**config.mk**
```make
export PLATFORM = sky130hd
export DESIGN_NAME = result_capture
export DESIGN_NICKNAME = d
export VERILOG_FILES = /design/src/rtl/md5_search_pkg.sv /design/src/rtl/base_delay_line.sv /design/src/rtl/result_capture.sv
export SDC_FILE = /design/constraint.sdc
export NUM_CORES = 2
export LEC_CHECK = 0
export ABC_CLOCK_PERIOD_IN_PS = 1800
export CAP_MARGIN = 20
export CORE_AREA = 2 2 323 405
export CTS_CLUSTER_DIAMETER = 50
export DETAILED_ROUTE_END_ITERATION = 8
export DIE_AREA = 0 0 325 407
export DONT_BUFFER_PORTS = 1
export MAX_ROUTING_LAYER = met4
export SLEW_MARGIN = 20
export SYNTH_ARGS = -nofsm -noshare
export SYNTH_HDL_FRONTEND = slang
export SYNTH_SLANG_ARGS = --single-unit
```
**constraint.sdc**
```tcl
create_clock -name CLK -period 1.8 [get_ports CLK]
set_input_delay 0.18 -clock CLK [delete_from_list [all_inputs] [get_ports CLK]]
set_output_delay 0.18 -clock CLK [all_outputs]
set_load 0.01 [all_outputs]
```
**src/rtl/md5_search_pkg.sv**
```systemverilog
// md5_search_pkg: shared state encoding and sizing for the MD5 search result path
package md5_search_pkg;
   localparam int CAND_W               = 32;
   localparam int PIPE_LATENCY_DEFAULT = 64;
   localparam int LANES_DEFAULT        = 2;
   typedef enum logic [1:0] {IDLE, ARMED, HOLD, DRAINED} state_t;
endpackage

```
**src/rtl/base_delay_line.sv**
```systemverilog
// base_delay_line: fixed-depth shift register aligning issued bases with their found pulses
module base_delay_line #(
   parameter int DEPTH = 64,
   parameter int WIDTH = 32
) (
   input  logic             i_clk,
   input  logic             i_flush,
   input  logic [WIDTH-1:0] i_data,
   output logic [WIDTH-1:0] o_data
);
   logic [WIDTH-1:0] r_stage [DEPTH];
   // advance one stage per cycle; a flush empties every entry so nothing stale can qualify
   always_ff @(posedge i_clk) begin
      if (i_flush) begin
         for (int i = 0; i < DEPTH; i++) r_stage[i] <= '0;
      end else begin
         r_stage[0] <= i_data;
         for (int i = 1; i < DEPTH; i++) r_stage[i] <= r_stage[i-1];
      end
   end
   assign o_data = r_stage[DEPTH-1];
endmodule

```
**src/rtl/result_capture.sv**
```systemverilog
// result_capture: latches the first matching candidate from the hash lanes and counts issued candidates
module result_capture
   import md5_search_pkg::*;
#(
   parameter int PIPE_LATENCY = PIPE_LATENCY_DEFAULT,
   parameter int LANES        = LANES_DEFAULT
) (
   input  logic              CLK,
   input  logic              reset,
   input  logic [CAND_W-1:0] target,
   input  logic              running,
   input  logic [LANES-1:0]  found_lane,
   input  logic              clear,
   output logic [CAND_W-1:0] result,
   output logic              result_valid,
   input  logic              result_ready,
   output logic              extra_match,
   output logic [CAND_W-1:0] tested
);
   localparam logic [CAND_W-1:0] MAX = '1;
   state_t            r_state, w_state_nxt;
   logic [CAND_W-1:0] r_result, r_tested, w_tested_nxt, w_dl_in, w_dl_out;
   logic              r_extra, w_capture, w_extra_set, w_hit, w_unused;
   assign w_dl_in  = {running, target[CAND_W-1:1]};
   assign w_unused = target[0];
   base_delay_line #(.DEPTH(PIPE_LATENCY), .WIDTH(CAND_W)) u_delay (
      .i_clk   (CLK),
      .i_flush (reset | clear),
      .i_data  (w_dl_in),
      .o_data  (w_dl_out)
   );
   assign w_hit        = |found_lane && w_dl_out[CAND_W-1];
   assign w_tested_nxt = !running ? r_tested
                       : (r_tested > MAX - CAND_W'(LANES)) ? MAX : r_tested + CAND_W'(LANES);
   // next state plus capture/extra decisions; clear overrides everything
   always_comb begin
      w_state_nxt = r_state;
      w_capture   = 1'b0;
      w_extra_set = 1'b0;
      if (clear) w_state_nxt = IDLE;
      else if (r_state == IDLE && running) w_state_nxt = ARMED;
      else if (r_state == ARMED && w_hit) begin
         w_state_nxt = HOLD;
         w_capture   = 1'b1;
         w_extra_set = &found_lane;
      end else if (r_state == HOLD) begin
         w_extra_set = w_hit;
         if (result_ready) w_state_nxt = DRAINED;
      end
   end
   // state register
   always_ff @(posedge CLK) begin
      r_state <= reset ? IDLE : w_state_nxt;
   end
   // result, sticky extra flag and saturating candidate count; result survives clear
   always_ff @(posedge CLK) begin
      if (reset) begin
         r_result <= '0;
         r_extra  <= 1'b0;
         r_tested <= '0;
      end else begin
         if (w_capture) r_result <= {w_dl_out[CAND_W-2:0], ~found_lane[0]};
         r_extra  <= !clear && (r_extra || w_extra_set);
         r_tested <= clear ? '0 : w_tested_nxt;
      end
   end
   assign result       = r_result;
   assign result_valid = (r_state == HOLD);
   assign extra_match  = r_extra;
   assign tested       = r_tested;
endmodule
```
### Word-level counts from Yosys, hierarchy flattened

Memories as Yosys holds them, arrays and structs flattened.
Cells that the tools add are included.
W data, S select, Z words.

* logic and storage cells: 172
* output and inout bits: 66
* input port bits: 39
* bits in writable memories: 2048
* flip-flop bits (word level): 67
* memories kept: 1

* muxes and demuxes: 79
* eq/ne operators: 2
* reduce and logical (&&, ||, !) cells: 17
* add/sub/neg operators: 1
* order comparisons: 1
* bitwise gates (word level): 66

Memories
* u_delay.r_stage: depth 64, width 32, read ports 64, clocked after Yosys merged registers in 0, wr ports 64, RTL line base_delay_line.sv:11 `logic [WIDTH-1:0] r_stage [DEPTH];`

Operator list (count)
* $mux W32: 65
* $or A1 B1 Y1: 65
* $add A32 B2 Y32 const B: 1
* $gt A32 B32 Y1 const B: 1
* $mux W1: 11
* $mux W2: 3
* $reduce_and A2 Y1: 3
* $reduce_bool A3 Y1: 2
* $logic_and A1 B1 Y1: 4
* $reduce_bool A2 Y1: 2
* $reduce_or A2 Y1: 2
* $reduce_or A3 Y1: 1
* $eq A2 B1 Y1 const B: 1
* $eq A2 B2 Y1 const B: 1
* $logic_not A2 Y1: 1
* $logic_not A1 Y1: 1
* $logic_or A1 B1 Y1: 1
* $not A1 Y1: 1

### Logic depth before layout (Yosys ltp)

* depth after elaboration: 8
* depth in mapped cells: 9
* depth with buffers taken out: 6

### Hierarchy

Synthesis repeated with hierarchy kept, for this count alone.

* cell total of the unflattened synthesis: 4688
* area, all modules: 58043.2 um^2

By module, submodules not included
* base_delay_line: times used 1, area each 55094.1 um^2, seq. area each 40999.3 um^2, cells an instance 4356
* result_capture: times used 1, area each 2949.1 um^2, seq. area each 1341.3 um^2, cells an instance 332

### Worst setup path after synthesis

Ideal clock, no wire load.

* path kind: register -> register
* start: register r_tested[10], in the netlist tested[10]
* end: register r_tested[10], in the netlist tested[10]
* arrival time: 1663 ps
* library setup time: 71 ps
* path buffers: 4
* path slack: 66 ps
* stages on the path, launching flop included: 10
* period minus slack after synthesis: 1734 ps
* data required time: 1729 ps
* path through: dfxtp_1 and4_1 buf_4 and4_1 buf_6 nand3_4 nand2b_4 buf_6 buf_8 a21oi_2

* word-level cells in the longest chain between the ends: 2
* elaborated cells on any way between the ends: 3
* classes of those cells: 1 x add/sub; 1 x order compare; 1 x mux

Ends and longest elaborated chain
* start, declared: RTL line result_capture.sv:22 `logic [CAND_W-1:0] r_result, r_tested, w_tested_nxt, w_dl_in, w_dl_out;`
* start signal, assigned: RTL line result_capture.sv:64 `r_tested <= clear ? '0 : w_tested_nxt;`
* $add A32 B2 Y32 / $gt A32 B32 Y1 (equally long branches): RTL line result_capture.sv:34 `: (r_tested > MAX - CAND_W'(LANES)) ? MAX : r_tested + CAND_W'(LANES);`
* $mux W32 *: RTL line result_capture.sv:34

Every way passes the cells marked *; elsewhere a longest branch is shown, timed or not.
A chain may end at the register's enable or synchronous reset.

==> impl_metrics.yaml <==
layout:
  diodes: 0
  finalNetCount: 4773
  fin_util_pct: 52.0
  n_fill_cell: 11100
  layout-drive-gt1-share_pct: 8.39
  syn2layout_area_growth_pct: 15.9
  seq_area_um2: 42300
  multiInputGateArea_um2: 14200
  stdcell_area_um2: 66700
  fin_cells: 6600
power_and_ir_drop:
  p_leak_uw: 0.0273
  p_per_area_nw_per_um2: 1320
  vdd_drop_max_mv: 0.925
critical_path:
  r2r_cells: 6
  critPathRequiredTime_ns: 2.50
  critPathSlowestCell: "dlygate4sd3_1"
  rr_startpoint: "tested[2]$_SDFFE_PP0P_"
  cp-end-kind: "register"
  r2r_slack_ns: 0.09
  critPathMaxFanout: 52
  critPathMaxStageDelay_ns: 0.58
  start_kind: "primary input"
  path_class: "in -> reg"
  r2r_end: "tested[29]$_SDFFE_PP0P_"
  worstPathArrival_ns: 2.46
  path_cells: "dlygate4sd3_1, buf_12, nor2_4, buf_12, buf_16, buf_16, and2_1, dlygate4sd3_1"
route:
  first_pass_iters: 4
  postRouteAntennaNets: 0
  drc: 0
  via_per_inst: 4.19
  drtIter0Drc: 1116
  wirelength_mm: 64.6
  num_vias: 27700
  wl_per_cell_um: 9.79
die:
  core.rowCount: 147
  io_pins: 105
  die_h_um: 407
  initial_utilization_pct: 44.9
  core_area_um2: 128000
  die_area_um2: 132000
  die_w_um: 325
clocking:
  cts_buffers: 194
  root_buffer: "clkbuf_16"
  tritoncts: "yes"
  postCtsSetupBuffers: 0
  clockBufferDepth: 3
  htree_levels: 4
  path_clk_slew_ns: 0.06
  cts_sinks: 2115
  clock_latency_ns: 0.77
synth:
  synth_cell_types: 40
  synthAdderAreaFrac_pct: 0.0217
  yosys_warnings: 0
  synth_seq_area_share_pct: 73.6
  synth_top_family_by_area: "simple AND/OR/NAND/NOR gates"
  synthMuxAreaShare_pct: 0.0370
  syn_nets: 4692
  synth_edf_count: 0
  synth_flop_cell: "dfxtp_1"
  synth-compound-area-share_pct: 0.824
  synth_xor_area_share_pct: 0.335
  syn_avg_cell_area_um2: 12.4
  synth_cells: 4652
  syn_area_um2: 57600
  yosys.area_share.simple_pct: 23.5
  async_reset_ff_share_pct: 0
  ys_ff_latch: 2115
timing:
  rsz0062_at_grt: "false"
  finClkSkew_ns: 0.0227
  fmax_mhz: 569
  hold_viol: 0
  holdWs_ns: 0.0957
  post-route-period-util_pct: 97.6
  setup_viol: 0
  drv_slew: 0
  min_period_ns: 1.76
  max_slew_margin_pct: 42.1
  worstMarginPinSlew_ns: 0.869
  fin_tns_setup_ns: 0
grt:
  grt_usage_pct: 10.2
  grt-ovfl-total: 0
  grt_max_degree: 194
  grt_pass1_vias: 26000
  antenna_found_initial: 0
  grt_pass1_wl_mm: 114
placement:
  dp.cells: 6186
  port_buffers: 0
  place_area_um2: 59500
  gp_congestion: 0.732
  post-dp-hpwl_mm: 31.3
min_path:
  min_path_type: "in -> reg"
  whs_path_depth: 2
  min_to: "u_delay.r_stage[0][9]$_SDFF_PP0_"
  hp-start: "target[10]"
flow_run:
  drv_cap: 0
status:
  status: "complete, no violations"
## per-stage QoR
| stage | total power [uW] | setup WS, ns |
|---|---|---|
| floorplan | 48400 | 0.0659 |
| finish | 87800 | 0.0424 |
| global route | 91400 | 0.00339 |
| CTS | 89400 | 0.00373 |
| global placement | 48600 | 0.0802 |
| detailed placement | 48600 | 0.0271 |
## layout by cell type, fill, tap and decap left out, types with 19 or more instances in the layout
| master | Yosys | routed |
|---|---|---|
| dfxtp_1 | 2115 | 2115 |
| and2_1 | 2050 | 2050 |
| clkbuf_16 | 0 | 200 |
| nand2_1 | 74 | 74 |
| clkbuf_8 | 0 | 60 |
| dlygate4sd3_1 | 0 | 60 |
| buf_4 | 2 | 49 |
| clkbuf_1 | 232 | 48 |
| a21oi_1 | 42 | 42 |
| clkinv_2 | 0 | 25 |
| a21oi_2 | 20 | 20 |
| buf_12 | 0 | 19 |
## worst max-delay path, delay by kind of cell
family                 cells  cell delay (ns)
AND/OR/NAND/NOR            2             0.29
buffers and inverters      6             1.92
## cell type report
class                      count  area share (%)
sequential                  2115            63.5
multi-input combinational   2287            21.4
clock buffer                 306            8.94
tap                         1713            3.21
timing repair buffer         133            2.22
clock inverter                44           0.773
inverter                       2          0.0113
## logic make-up (layout without fill, tap and decap cells)
logic type | after synthesis | after routing
flip-flops | 2115 | 2115
adder cells (fa/ha/maj) | 1 | 1
buffers and inverters | 251 | 485
AND/OR/NAND/NOR | 2186 | 2187
XOR/XNOR | 22 | 22
AO/OA/AOI/OAI | 75 | 75
multiplexers | 2 | 2
## state kept, by name, summed over array words and instances, names as in the netlist
signal and cells:
extra_match 1, r_state 2, result 32, tested 32
u_delay.r_stage 2048
## worst max-delay path by stage
stage                             from                          endpoint  slack (ns)  depth (start not counted)
2_1_floorplan  tested[10]$_SDFFE_PP0P_           tested[10]$_SDFFE_PP0P_        0.07                          9
4_1_cts        tested[13]$_SDFFE_PP0P_           tested[27]$_SDFFE_PP0P_       0.004                          5
3_5_place_dp    tested[2]$_SDFFE_PP0P_            tested[0]$_SDFFE_PP0P_        0.03                          5
3_3_place_gp    tested[2]$_SDFFE_PP0P_           tested[29]$_SDFFE_PP0P_        0.08                          6
5_1_grt                          reset  u_delay.r_stage[0][5]$_SDFF_PP0_       0.003                          8
6_report                         reset  u_delay.r_stage[0][3]$_SDFF_PP0_        0.04                          8
## cell usage after synthesis, drive strengths merged, types with 2 or more instances
library cell | n | area (um^2)
a211oi | 3 | 22.5
a21oi | 62 | 385
a31oi | 2 | 12.5
and2 | 2050 | 12800
and3 | 7 | 43.8
and4 | 7 | 61.3
buf | 17 | 123
clkbuf | 232 | 871
dfxtp | 2115 | 42300
inv | 2 | 7.51
nand2 | 74 | 278
nand2b | 2 | 20.0
nand3 | 11 | 67.6
nand4 | 10 | 75.1
nor2 | 10 | 37.5
nor3 | 6 | 41.3
nor4 | 2 | 12.5
o21ai | 4 | 20.0
or2 | 3 | 18.8
xnor2 | 6 | 52.6
xor2 | 16 | 140
## repair_timing
action | in CTS | in global routing
resized for setup | 0 | 6
endpoints found under the hold margin | 513 | 0
setup endpoints to repair | 1 | 32
cloned | 0 | 3
hold buffers | 61 | 0
pin swaps | 1 | 0
## per-layer routing
| metal | share of wire, % | GRT usage [%] |
|---|---|---|
| met5 | 0 | - |
| met4 | 3.8 | 5.11 |
| met3 | 4.6 | 3.07 |
| met2 | 46 | 16.8 |
| met1 | 46 | 11.3 |
## power breakdown
group | switching [uW] | leakage (uW) | internal [uW]
Clock | 16400 | 0.00320 | 23700
Combinational | 565 | 0.00711 | 246
Sequential | 9.85 | 0.0170 | 46900
No activity file was read; power rests on OpenSTA's default activity.
